--- config.mk ---
export PLATFORM = sky130hd
export DESIGN_NAME = linha_envase_param
export DESIGN_NICKNAME = d
export VERILOG_FILES = /design/src/rtl/envase_pkg.sv /design/src/rtl/estoque_param.sv /design/src/rtl/linha_envase_param.sv
export SDC_FILE = /design/constraint.sdc
export NUM_CORES = 1
export LEC_CHECK = 0
export ABC_AREA = 1
export ABC_CLOCK_PERIOD_IN_PS = 4100
export CAP_MARGIN = 40
export CORE_AREA = 2 2 81 83
export CTS_CLUSTER_DIAMETER = 100
export CTS_CLUSTER_SIZE = 25
export DETAILED_ROUTE_END_ITERATION = 8
export DIE_AREA = 0 0 83 85
export PLACE_DENSITY_LB_ADDON = 0.05
export SLEW_MARGIN = 30
export SYNTH_ARGS = -nofsm -noshare
export SYNTH_HDL_FRONTEND = slang
export SYNTH_HIERARCHICAL = 1
export SYNTH_SLANG_ARGS = --single-unit
--- constraint.sdc ---
create_clock -name i_clk -period 4.1 [get_ports i_clk]
set_input_delay 0.82 -clock i_clk [delete_from_list [all_inputs] [get_ports i_clk]]
set_output_delay 0.82 -clock i_clk [all_outputs]
set_load 0.02 [all_outputs]
--- src/rtl/envase_pkg.sv ---
// ----------------------------------------------------------------------------
// envase_pkg
// Shared definitions for the bottling line: default parameter values and the
// FSM state encoding. The encoding is also driven out on o_state, so
// monitoring tools depend on these values. Do not reorder them.
// ----------------------------------------------------------------------------
package envase_pkg;

    // Default parameter values for the line and the stopper magazine
    localparam int PACK_SIZE_DEF    = 12;
    localparam int PACK_MAX_DEF     = 10;
    localparam int CNT_W_DEF        = 8;
    localparam int LINE_CAP_DEF     = 5;
    localparam int LOW_STOCK_DEF    = 5;
    localparam int FILL_TIMEOUT_DEF = 64;

    // FSM states; the 4-bit value is the externally visible o_state code
    typedef enum logic [3:0] {
        ST_IDLE    = 4'd0,
        ST_ADVANCE = 4'd1,
        ST_FILL    = 4'd2,
        ST_SEAL    = 4'd3,
        ST_INSPECT = 4'd4,
        ST_DISCARD = 4'd5,
        ST_COUNT   = 4'd6,
        ST_HALT    = 4'd7
    } state_t;

endpackage

--- src/rtl/estoque_param.sv ---
// ----------------------------------------------------------------------------
// estoque_param
// Stopper stock and line magazine. The dispenser moves one stopper per cycle
// from stock into the line magazine while there is room and stock. It pauses
// during the sealing cycle so that the line is never refilled and consumed in
// the same cycle. Refills add to stock and saturate at the counter maximum.
//
// Ports:
//   i_clk, i_reset      clock, synchronous active-high reset
//   i_add_stock         one-cycle refill pulse
//   i_stock_qty         number of stoppers added by the refill
//   i_ve                sealing valve active this cycle (consumes one stopper)
//   o_stock_count       stoppers in stock
//   o_line_count        stoppers in the line magazine
//   o_disp              a transfer from stock to line happens this cycle
//   o_alarme            stock below LOW_STOCK
// ----------------------------------------------------------------------------
module estoque_param
    import envase_pkg::*;
#(
    parameter int CNT_W     = CNT_W_DEF,
    parameter int LINE_CAP  = LINE_CAP_DEF,
    parameter int LOW_STOCK = LOW_STOCK_DEF
) (
    input  logic             i_clk,
    input  logic             i_reset,
    input  logic             i_add_stock,
    input  logic [CNT_W-1:0] i_stock_qty,
    input  logic             i_ve,
    output logic [CNT_W-1:0] o_stock_count,
    output logic [CNT_W-1:0] o_line_count,
    output logic             o_disp,
    output logic             o_alarme
);

    logic [CNT_W-1:0] r_stock;
    logic [CNT_W-1:0] r_line;
    logic             w_disp;
    logic [CNT_W:0]   w_stockSum;
    logic [CNT_W-1:0] w_stockNext;

    // A transfer needs room in the line and a stopper in stock. It is held off
    // while the valve is consuming from the line.
    assign w_disp = (r_line < CNT_W'(LINE_CAP)) && (r_stock != '0) && !i_ve;

    // The next stock value is computed one bit wider. The transfer is removed
    // first, then the refill is added. Any carry out saturates the count at
    // all ones.
    always_comb begin
        w_stockSum = {1'b0, r_stock} - {{CNT_W{1'b0}}, w_disp};
        if (i_add_stock) begin
            w_stockSum = w_stockSum + {1'b0, i_stock_qty};
        end
        w_stockNext = w_stockSum[CNT_W] ? '1 : w_stockSum[CNT_W-1:0];
    end

    // The stock and line registers. A transfer and a valve consumption never
    // coincide, and the guards keep the line within 0..LINE_CAP.
    always_ff @(posedge i_clk) begin
        if (i_reset) begin
            r_stock <= '0;
            r_line  <= '0;
        end else begin
            r_stock <= w_stockNext;
            if (w_disp) begin
                r_line <= r_line + 1'b1;
            end else if (i_ve && (r_line != '0)) begin
                r_line <= r_line - 1'b1;
            end
        end
    end

    assign o_stock_count = r_stock;
    assign o_line_count  = r_line;
    assign o_disp        = w_disp;
    assign o_alarme      = (r_stock < CNT_W'(LOW_STOCK));

endmodule

--- src/rtl/linha_envase_param.sv ---
// ----------------------------------------------------------------------------
// linha_envase_param
// Bottling line controller. Each bottle goes through the sequence
// advance -> fill -> seal -> inspect -> count/discard. Good bottles are
// counted into packs of PACK_SIZE, and the pack counter wraps after PACK_MAX
// packs. A fill that never reaches level locks the line in HALT until reset.
// All outputs are decoded from registered state and counters.
//
// Ports:
//   i_clk, i_reset        clock, synchronous active-high reset
//   i_start               run enable (level)
//   i_garrafa             bottle at fill position
//   i_sensor_nivel        fill level reached
//   i_cq_valid, i_cq_ok   QC result strobe and pass flag
//   i_add_stock           one-cycle stopper refill pulse
//   i_stock_qty           stoppers added by the refill
//   o_motor, o_ev, o_ve   conveyor motor, fill valve, sealing valve
//   o_disp                stopper transfer stock -> line this cycle
//   o_descarte            reject actuator
//   o_alarme              low stock
//   o_fault               fill timeout fault (HALT)
//   o_pack_done           pack counter wrap pulse
//   o_stock_count, o_line_count, o_unit_count, o_pack_count   counters
//   o_state               current state code
// ----------------------------------------------------------------------------
module linha_envase_param
    import envase_pkg::*;
#(
    parameter int PACK_SIZE    = PACK_SIZE_DEF,
    parameter int PACK_MAX     = PACK_MAX_DEF,
    parameter int CNT_W        = CNT_W_DEF,
    parameter int LINE_CAP     = LINE_CAP_DEF,
    parameter int LOW_STOCK    = LOW_STOCK_DEF,
    parameter int FILL_TIMEOUT = FILL_TIMEOUT_DEF
) (
    input  logic             i_clk,
    input  logic             i_reset,
    input  logic             i_start,
    input  logic             i_garrafa,
    input  logic             i_sensor_nivel,
    input  logic             i_cq_valid,
    input  logic             i_cq_ok,
    input  logic             i_add_stock,
    input  logic [CNT_W-1:0] i_stock_qty,
    output logic             o_motor,
    output logic             o_ev,
    output logic             o_ve,
    output logic             o_disp,
    output logic             o_descarte,
    output logic             o_alarme,
    output logic             o_fault,
    output logic             o_pack_done,
    output logic [CNT_W-1:0] o_stock_count,
    output logic [CNT_W-1:0] o_line_count,
    output logic [CNT_W-1:0] o_unit_count,
    output logic [CNT_W-1:0] o_pack_count,
    output logic [3:0]       o_state
);

    localparam int FW = $clog2(FILL_TIMEOUT + 1);

    state_t           r_state;
    state_t           w_nextState;
    logic [FW-1:0]    r_fillCnt;
    logic             r_inspEntry;
    logic [CNT_W-1:0] r_unitCount;
    logic [CNT_W-1:0] r_packCount;
    logic [CNT_W-1:0] w_lineCount;
    logic             w_ve;
    logic             w_unitWrap;
    logic             w_packWrap;
    logic             w_fillExpired;

    estoque_param #(
        .CNT_W     (CNT_W),
        .LINE_CAP  (LINE_CAP),
        .LOW_STOCK (LOW_STOCK)
    ) u_estoque (
        .i_clk         (i_clk),
        .i_reset       (i_reset),
        .i_add_stock   (i_add_stock),
        .i_stock_qty   (i_stock_qty),
        .i_ve          (w_ve),
        .o_stock_count (o_stock_count),
        .o_line_count  (w_lineCount),
        .o_disp        (o_disp),
        .o_alarme      (o_alarme)
    );

    // The sealing valve fires only when a stopper is available. Otherwise the
    // bottle waits in SEAL until the dispenser delivers one.
    assign w_ve          = (r_state == ST_SEAL) && (w_lineCount != '0);
    assign w_unitWrap    = (r_unitCount == CNT_W'(PACK_SIZE - 1));
    assign w_packWrap    = (r_packCount == CNT_W'(PACK_MAX - 1));
    assign w_fillExpired = (r_fillCnt == FW'(FILL_TIMEOUT - 1));

    // Next-state logic. Dropping start abandons the bottle from any active
    // state. DISCARD and COUNT always take their single cycle, so their
    // counter update still lands. HALT is left only through reset.
    always_comb begin
        w_nextState = r_state;
        case (r_state)
            ST_IDLE: begin
                if (i_start) w_nextState = ST_ADVANCE;
            end
            ST_ADVANCE: begin
                if (!i_start)       w_nextState = ST_IDLE;
                else if (i_garrafa) w_nextState = ST_FILL;
            end
            ST_FILL: begin
                if (!i_start)            w_nextState = ST_IDLE;
                else if (i_sensor_nivel) w_nextState = ST_SEAL;
                else if (w_fillExpired)  w_nextState = ST_HALT;
            end
            ST_SEAL: begin
                if (!i_start) w_nextState = ST_IDLE;
                else if (w_ve) w_nextState = ST_INSPECT;
            end
            ST_INSPECT: begin
                if (!i_start)        w_nextState = ST_IDLE;
                else if (i_cq_valid) w_nextState = i_cq_ok ? ST_COUNT : ST_DISCARD;
            end
            ST_DISCARD, ST_COUNT: begin
                w_nextState = i_start ? ST_ADVANCE : ST_IDLE;
            end
            ST_HALT: begin
                w_nextState = ST_HALT;
            end
            default: begin
                w_nextState = ST_IDLE;
            end
        endcase
    end

    // Moore output decode from the state register and registered counters.
    // The motor pulses on the first INSPECT cycle to move the sealed bottle
    // under the QC station.
    always_comb begin
        o_motor     = 1'b0;
        o_ev        = 1'b0;
        o_descarte  = 1'b0;
        o_fault     = 1'b0;
        o_pack_done = 1'b0;
        case (r_state)
            ST_ADVANCE: o_motor     = 1'b1;
            ST_FILL:    o_ev        = 1'b1;
            ST_INSPECT: o_motor     = r_inspEntry;
            ST_DISCARD: o_descarte  = 1'b1;
            ST_COUNT:   o_pack_done = w_unitWrap && w_packWrap;
            ST_HALT:    o_fault     = 1'b1;
            default:    o_motor     = 1'b0;
        endcase
    end

    // State, fill timer, INSPECT entry flag and unit/pack counters. The fill
    // timer runs only while in FILL and restarts from zero on every entry.
    always_ff @(posedge i_clk) begin
        if (i_reset) begin
            r_state     <= ST_IDLE;
            r_fillCnt   <= '0;
            r_inspEntry <= 1'b0;
            r_unitCount <= '0;
            r_packCount <= '0;
        end else begin
            r_state     <= w_nextState;
            r_inspEntry <= (w_nextState == ST_INSPECT) && (r_state != ST_INSPECT);
            if (r_state == ST_FILL) begin
                r_fillCnt <= r_fillCnt + 1'b1;
            end else begin
                r_fillCnt <= '0;
            end
            if (r_state == ST_COUNT) begin
                if (w_unitWrap) begin
                    r_unitCount <= '0;
                    if (w_packWrap) begin
                        r_packCount <= '0;
                    end else begin
                        r_packCount <= r_packCount + 1'b1;
                    end
                end else begin
                    r_unitCount <= r_unitCount + 1'b1;
                end
            end
        end
    end

    assign o_ve         = w_ve;
    assign o_line_count = w_lineCount;
    assign o_unit_count = r_unitCount;
    assign o_pack_count = r_packCount;
    assign o_state      = r_state;

endmodule
---- After elaboration in Yosys (flattened, before gate mapping) ----
Index checks and enable logic that the tools add are counted.
operators by class
  bitwise logic cells ..................... 1
  muxes and demuxes ....................... 24
  $mul .................................... 0
  shift-type cells ........................ 0
  magnitude comparators ................... 2
  reductions and logical operators ........ 14
  divide/modulo/power cells ............... 0
  equal/unequal tests ..................... 12
  add/sub/neg operators ................... 7
operators by type and width
  kind                 number
  $mux 4               10
  $mux 8               5
  $pmux 4 s7           1
  $add 8x1->8 const B  3
  $eq 4x3->1 const B   5
  $eq 8x4->1 const B   2
  $lt 8x3->1 const B   2
  $reduce_bool 8->1    2
  $add 9x8->9          1
  $mux 9               1
  $sub 8x1->9          1
  $eq 4x2->1 const B   2
  $sub 8x1->8 const B  1
  $add 7x1->7 const B  1
  $eq 7x6->1 const B   1
  $logic_and 1x1->1    6
  $mux 1               5
  $eq 4x1->1 const B   1
  $logic_not 4->1      1
  $ne 4x3->1 const B   1
  $reduce_or 2->1      2
  $mux 2               1
  $pmux 1 s2           1
  $reduce_and 2->1     1
  3 further kinds      3
word-level totals
  bits in writable memories ............... 0
  logic and storage cells ................. 67
  bits of input ports ..................... 16
  bits in latches ......................... 0
  output and inout bits ................... 44
  flip-flop bits (word level) ............. 44
  memories ................................ 0
  bits in read-only memories .............. 0

---- Depth between registers and ports, before layout ----
Gate-level depths: netlist of the first run.
  depth after elaboration ................. 8
  depth in mapped cells ................... 25
  mapped depth without buffers ............ 25

---- Modules after synthesis ----
Netlist of the first run, hierarchy kept.
modules (own cells, without submodules)
  module              area an instance (µm²)  cells an instance  times used
  linha_envase_param  1632.8                  243                1
  estoque_param       1564.0                  244                1

---- Least setup slack after synthesis of the first run ----
No wires, ideal clock.
  kind .................................... register -> register
  from .................................... register r_state[3], in the netlist o_state[3]
  to ...................................... register u_estoque.r_stock[0], in the netlist u_estoque/o_stock_count[0]
  required time ........................... 3.991 ns
  stages on the path, launching flop included .. 25
  library setup time ...................... 0.109 ns
  path slack .............................. 0.437 ns
  clock period less this slack ............ 3.663 ns
  data arrival time ....................... 3.554 ns
  cells stage by stage .................... dfxtp_1 > inv_1 > nand2_2 > nor2_2 > inv_1 > nor2_1 > o21bai_1 > nor3_1 > ha_1 > nand3_1 > nor2_1 > nand3_1 > and2_1 > ha_1 > nand2_1 > nor2_1 > nand2_1 > nand2_1 > nand2_1 > nand2_1 > nand2_2 > inv_2 > nand2_1 > nand2_1 > inv_1
between the ends
  longest elaborated chain between the ends .. 8
ends and longest elaborated chain
  element                   line                       source
  start: declaration        linha_envase_param.sv:62   state_t r_state;
  start signal: assignment  linha_envase_param.sv:165  r_state <= w_nextState;
  $eq 4x2->1 *              linha_envase_param.sv:92   assign w_ve = (r_state == ST_SEAL) && (w_lineCount != '0);
  $logic_and 1x1->1 *       linha_envase_param.sv:92
  via o_ve                  linha_envase_param.sv:47   output logic o_ve,
  $logic_not 1->1 *         estoque_param.sv:44        assign w_disp = (r_line < CNT_W'(LINE_CAP)) && (r_stock != '0) && !i_ve;
  $logic_and 1x1->1 *       estoque_param.sv:44
  via o_disp                linha_envase_param.sv:48   output logic o_disp,
  $sub 8x1->9 *             estoque_param.sv:50        w_stockSum = {1'b0, r_stock} - {{CNT_W{1'b0}}, w_disp};
  $add 9x8->9               estoque_param.sv:52        w_stockSum = w_stockSum + {1'b0, i_stock_qty};
  $mux 9 *                  estoque_param.sv:51        if (i_add_stock) begin
  $mux 8 *                  estoque_param.sv:54        w_stockNext = w_stockSum[CNT_W] ? '1 : w_stockSum[CNT_W-1:0];
  end signal: assignment    estoque_param.sv:64        r_stock <= w_stockNext;
  end: declaration          estoque_param.sv:36        logic [CNT_W-1:0] r_stock;
The timed path passes the listed nets; every way through them passes the cells marked *.
A chain may end at the register's enable or synchronous reset.

---- Worst setup path after layout of the first run ----
  from .................................... register u_estoque.r_line[5], in the netlist u_estoque/o_line_count[5]
  to ...................................... register u_estoque.r_stock[1], in the netlist u_estoque/o_stock_count[1]
between the ends
  longest elaborated chain between the ends .. 8
ends and longest elaborated chain
  element                                                             line                 source
  start: declaration                                                  estoque_param.sv:37  logic [CNT_W-1:0] r_line;
  start signal: assignment                                            estoque_param.sv:66  r_line <= r_line + 1'b1;
  start signal: assignment                                            estoque_param.sv:68  r_line <= r_line - 1'b1;
  parallel branches: the longest is 3 deep, another holds $lt 8x3->1  --
  $logic_and 1x1->1 *                                                 estoque_param.sv:44
  $sub 8x1->9 *                                                       estoque_param.sv:50
  $add 9x8->9                                                         estoque_param.sv:52
  $mux 9 *                                                            estoque_param.sv:51
  $mux 8 *                                                            estoque_param.sv:54
Mark *: on every way between the ends.

==> results of run 1 <==
## layer usage
| metal | track usage [%] | vias up |
|---|---|---|
| li1 | - | 1680 |
| met3 | 3.89 | 13 |
| met2 | 36.0 | 81 |
| met4 | 5.51 | 0 |
| met5 | 0 | - |
| met1 | 28.7 | 1458 |
## through the flow
stage | cell area [um^2] | std cells | power [mW] | util (%)
5_1_grt | 3960 | 625 | 2.81 | 63.8
4_1_cts | 3960 | 625 | 2.56 | 63.8
3_5_place_dp | 3840 | 617 | 2.20 | 61.8
6_report | 3960 | 625 | 2.55 | 63.8
2_1_floorplan | 3200 | 487 | 1.80 | -
3_3_place_gp | 3840 | 617 | 2.16 | 61.8
## sequential cells by signal, summed over array words and instances, names as in the netlist
signal                   flops
r_fillCnt                    7
o_pack_count                 8
o_state                      4
o_unit_count                 8
u_estoque/o_stock_count      8
r_inspEntry                  1
u_estoque/o_line_count       8
## worst max-delay path: cells and delay by family, from the launching register on
family / cells / cell delay (ns)
buf+inv: 2 / 0.14
compound gates: 1 / 0.19
flops: 1 / 0.39
fa+ha+maj: 2 / 0.57
simple gates: 18 / 2.20
## area by class of cell
cell class	instances	area (um^2)
Clock buffer	6	82.6
Clock inverter	2	38.8
Fill cell	598	2250
Inverter	73	279
Multi-Input combinational cell	362	1980
Sequential cell	44	881
Tap cell	77	96.3
Timing Repair Buffer	61	606
## cell usage in the layout (no fill, tap or decap), types with 9 or more instances in the layout
cell | synthesis | routed
nand3_1 | 42 | 42
nand2_1 | 112 | 112
xor2_1 | 10 | 10
o21ai_0 | 13 | 13
ha_1 | 20 | 20
nor2_1 | 68 | 68
dfxtp_1 | 44 | 44
nor3_1 | 9 | 9
inv_1 | 69 | 69
clkdlybuf4s50_1 | 0 | 59
nand4_1 | 12 | 12
a21oi_1 | 26 | 26
## how the worst max path moves through the flow
stage | start | endpoint | slack, ns
after floorplan | o_state[3] | u_estoque/o_stock_count[0] | 0.44
after global routing | u_estoque/o_line_count[4] | u_estoque/o_stock_count[3] | 0.05
after detailed placement | u_estoque/o_line_count[5] | u_estoque/o_stock_count[1] | 0.60
final | u_estoque/o_line_count[5] | u_estoque/o_stock_count[1] | 0.52
after global placement | u_estoque/o_line_count[0] | u_estoque/o_stock_count[4] | 0.77
after CTS | u_estoque/o_line_count[5] | u_estoque/o_stock_count[1] | 0.54
## synth_stat cells, types with 3 or more instances
master / instances
inv_1: 69
nand2_1: 112
nand2_2: 6
dfxtp_1: 44
buf_6: 3
a21oi_1: 26
nor2_1: 68
nor3_1: 9
xnor2_1: 4
o21ai_2: 6
nor2_2: 4
xor2_1: 10
o21ai_0: 13
ha_1: 20
nand3_2: 3
nand3_1: 42
nand4_1: 12
## where the power goes
| group | switching, mW | total [mW] | leakage (nW) | internal (mW) |
|---|---|---|---|---|
| registers | 0.0952 | 0.590 | 0.359 | 0.495 |
| logic | 0.957 | 1.61 | 1.43 | 0.656 |
| clock network | 0.151 | 0.350 | 0.0614 | 0.199 |
## logic make-up after synthesis
group	synth area share (%)
AND/OR/NAND/NOR	38.7
buffers and inverters	10.6
AO/OA/AOI/OAI	10.1
flip-flops	27.6
adder cells (fa/ha/maj)	9.08
XOR/XNOR	3.84
other	0.117
==> run metrics, run 1 <==
wire length on met2=3490 um; R2R setup slack=0.52 ns; Rows=29; Synth Flop Type=dfxtp_1; Area contributors post-synth=dfxtp_1, nand2_1, inv_1, nor2_1, ha_1; clk_skew=0.0144 ns; Final Net Count=585; Root Buffer Master=clkbuf_8; clock tree buffer depth=2; final worst path period share=87.4%; post-synth top area share=27.6%; Hold Path End=r_fillCnt[6]; Syn Nets=525; capturing point of the worst reg2reg path=u_estoque/o_stock_count[1]; Slowest-stage cell, CP=dfxtp_1; Setup-failing EPs final=0; Max-Cap Viols=0; GRT Residual Overflow=0; Worst path max stage delay=0.39 ns; critical path, cell by cell=nor2_1 -> nand2_1 -> nor2_1 -> nor2_1 -> o21bai_1 -> nor3_1 -> ha_1 -> nand3_1 -> nor2_1 -> nand4_1 -> and2_1 -> ha_1 -> nand2_1 -> nor2_1 -> nand2_1 -> nand2_1 -> nand2_1 -> nand2_1 -> nand2_2 -> inv_2 -> nand2_1 -> nand2_1 -> inv_1; area of the core=6200 um^2; worst-margin pin slew=0.676 ns; largest net degree at the start of global routing=17; Die ar.=7060 um^2; Yosys reg bits=44; post-route ant nets=0; Mapped Area=3200 um^2; Post-synth EDFFs=0; clock sinks=44; Hold Path Class=reg2reg; routed wl met3=346 um; max-slew violations=0; highest metal used=met4; r2r startpoint=u_estoque/o_line_count[5]; DRC violations left=0; Worst slew margin=54.8%; mean post-synth cell area=6.56 um^2; share of cells above drive strength 1=6.75%; Clock Latency Late Sink=0.30 ns; first-pass GRT wire length=13000 um; Setup TNS=0 ns; CTS tree=built; Starting DRT DRC Count=153; post-synth cell types=42; Setup crit start kind=flip-flop; hold_buf cts=0; reg2reg path depth=23; Final Hold Fails=0; Final min period=3.58 ns; vias per cell=5.17; Routed met1 length=3580 um; Max Clk Rate=279 MHz; yosys warns=6; RSZ-0062 raised after global routing=no; crit end category=flip-flop; pwr/cell area=645 nW/um^2; Resized Gates After CTS=0; H-Tree Depth=2; height of the die=85 um; Setup Buffers After CTS=0; VDD IR-drop max=0.000636 V; cell taking the most area after synthesis=dfxtp_1; LEAKAGE=1.85 nW; Async S/R FF share, synth=0%; via count=3232; Buffers on Ports=59; WL/cell=12.0 um; worst hold margin=0.473 ns; detailed placement HPWL=5830 um; Crit Path Max Fanout=5; most used cell, CP=nand2_1; Die Wd=83 um; Post-Route WL=7500 um; HP Start=r_fillCnt[6]; io pins=60; post-placement worst setup slack=0.596 ns; Reg clk slew, reported paths=0.09 ns; Syn Inst Count=487; All-Layer GR Usage=21.5%; Hold Path Depth=2; number of antenna diodes=0; GPL Wtd Cong=0.906; CTS buffer count=5; setup ws final=0.516 ns; antenna violations before repair=0; initial core utilization=51.5%; Worst EP required=4.29 ns; DR pass1 iterations=4; number of global-route vias before repair=2977; outcome=completed; critical setup path kind=reg2reg; area delta synth->final=23.8%; sequential fraction of the synthesis area=27.6%; critical path arrival=3.77 ns
Note: power is estimated with default switching activity, not from simulation.
==> run 2, diff against run 1 <==
==> constraint.sdc (replaced) <==
create_clock -name i_clk -period 4.1 [get_ports i_clk]
set_input_delay 0.41 -clock i_clk [delete_from_list [all_inputs] [get_ports i_clk]]
set_output_delay 0.41 -clock i_clk [all_outputs]
set_load 0.02 [all_outputs]
==> results of run 2 <==
The final DEF is identical to that of run 1; final timing and power are the same.
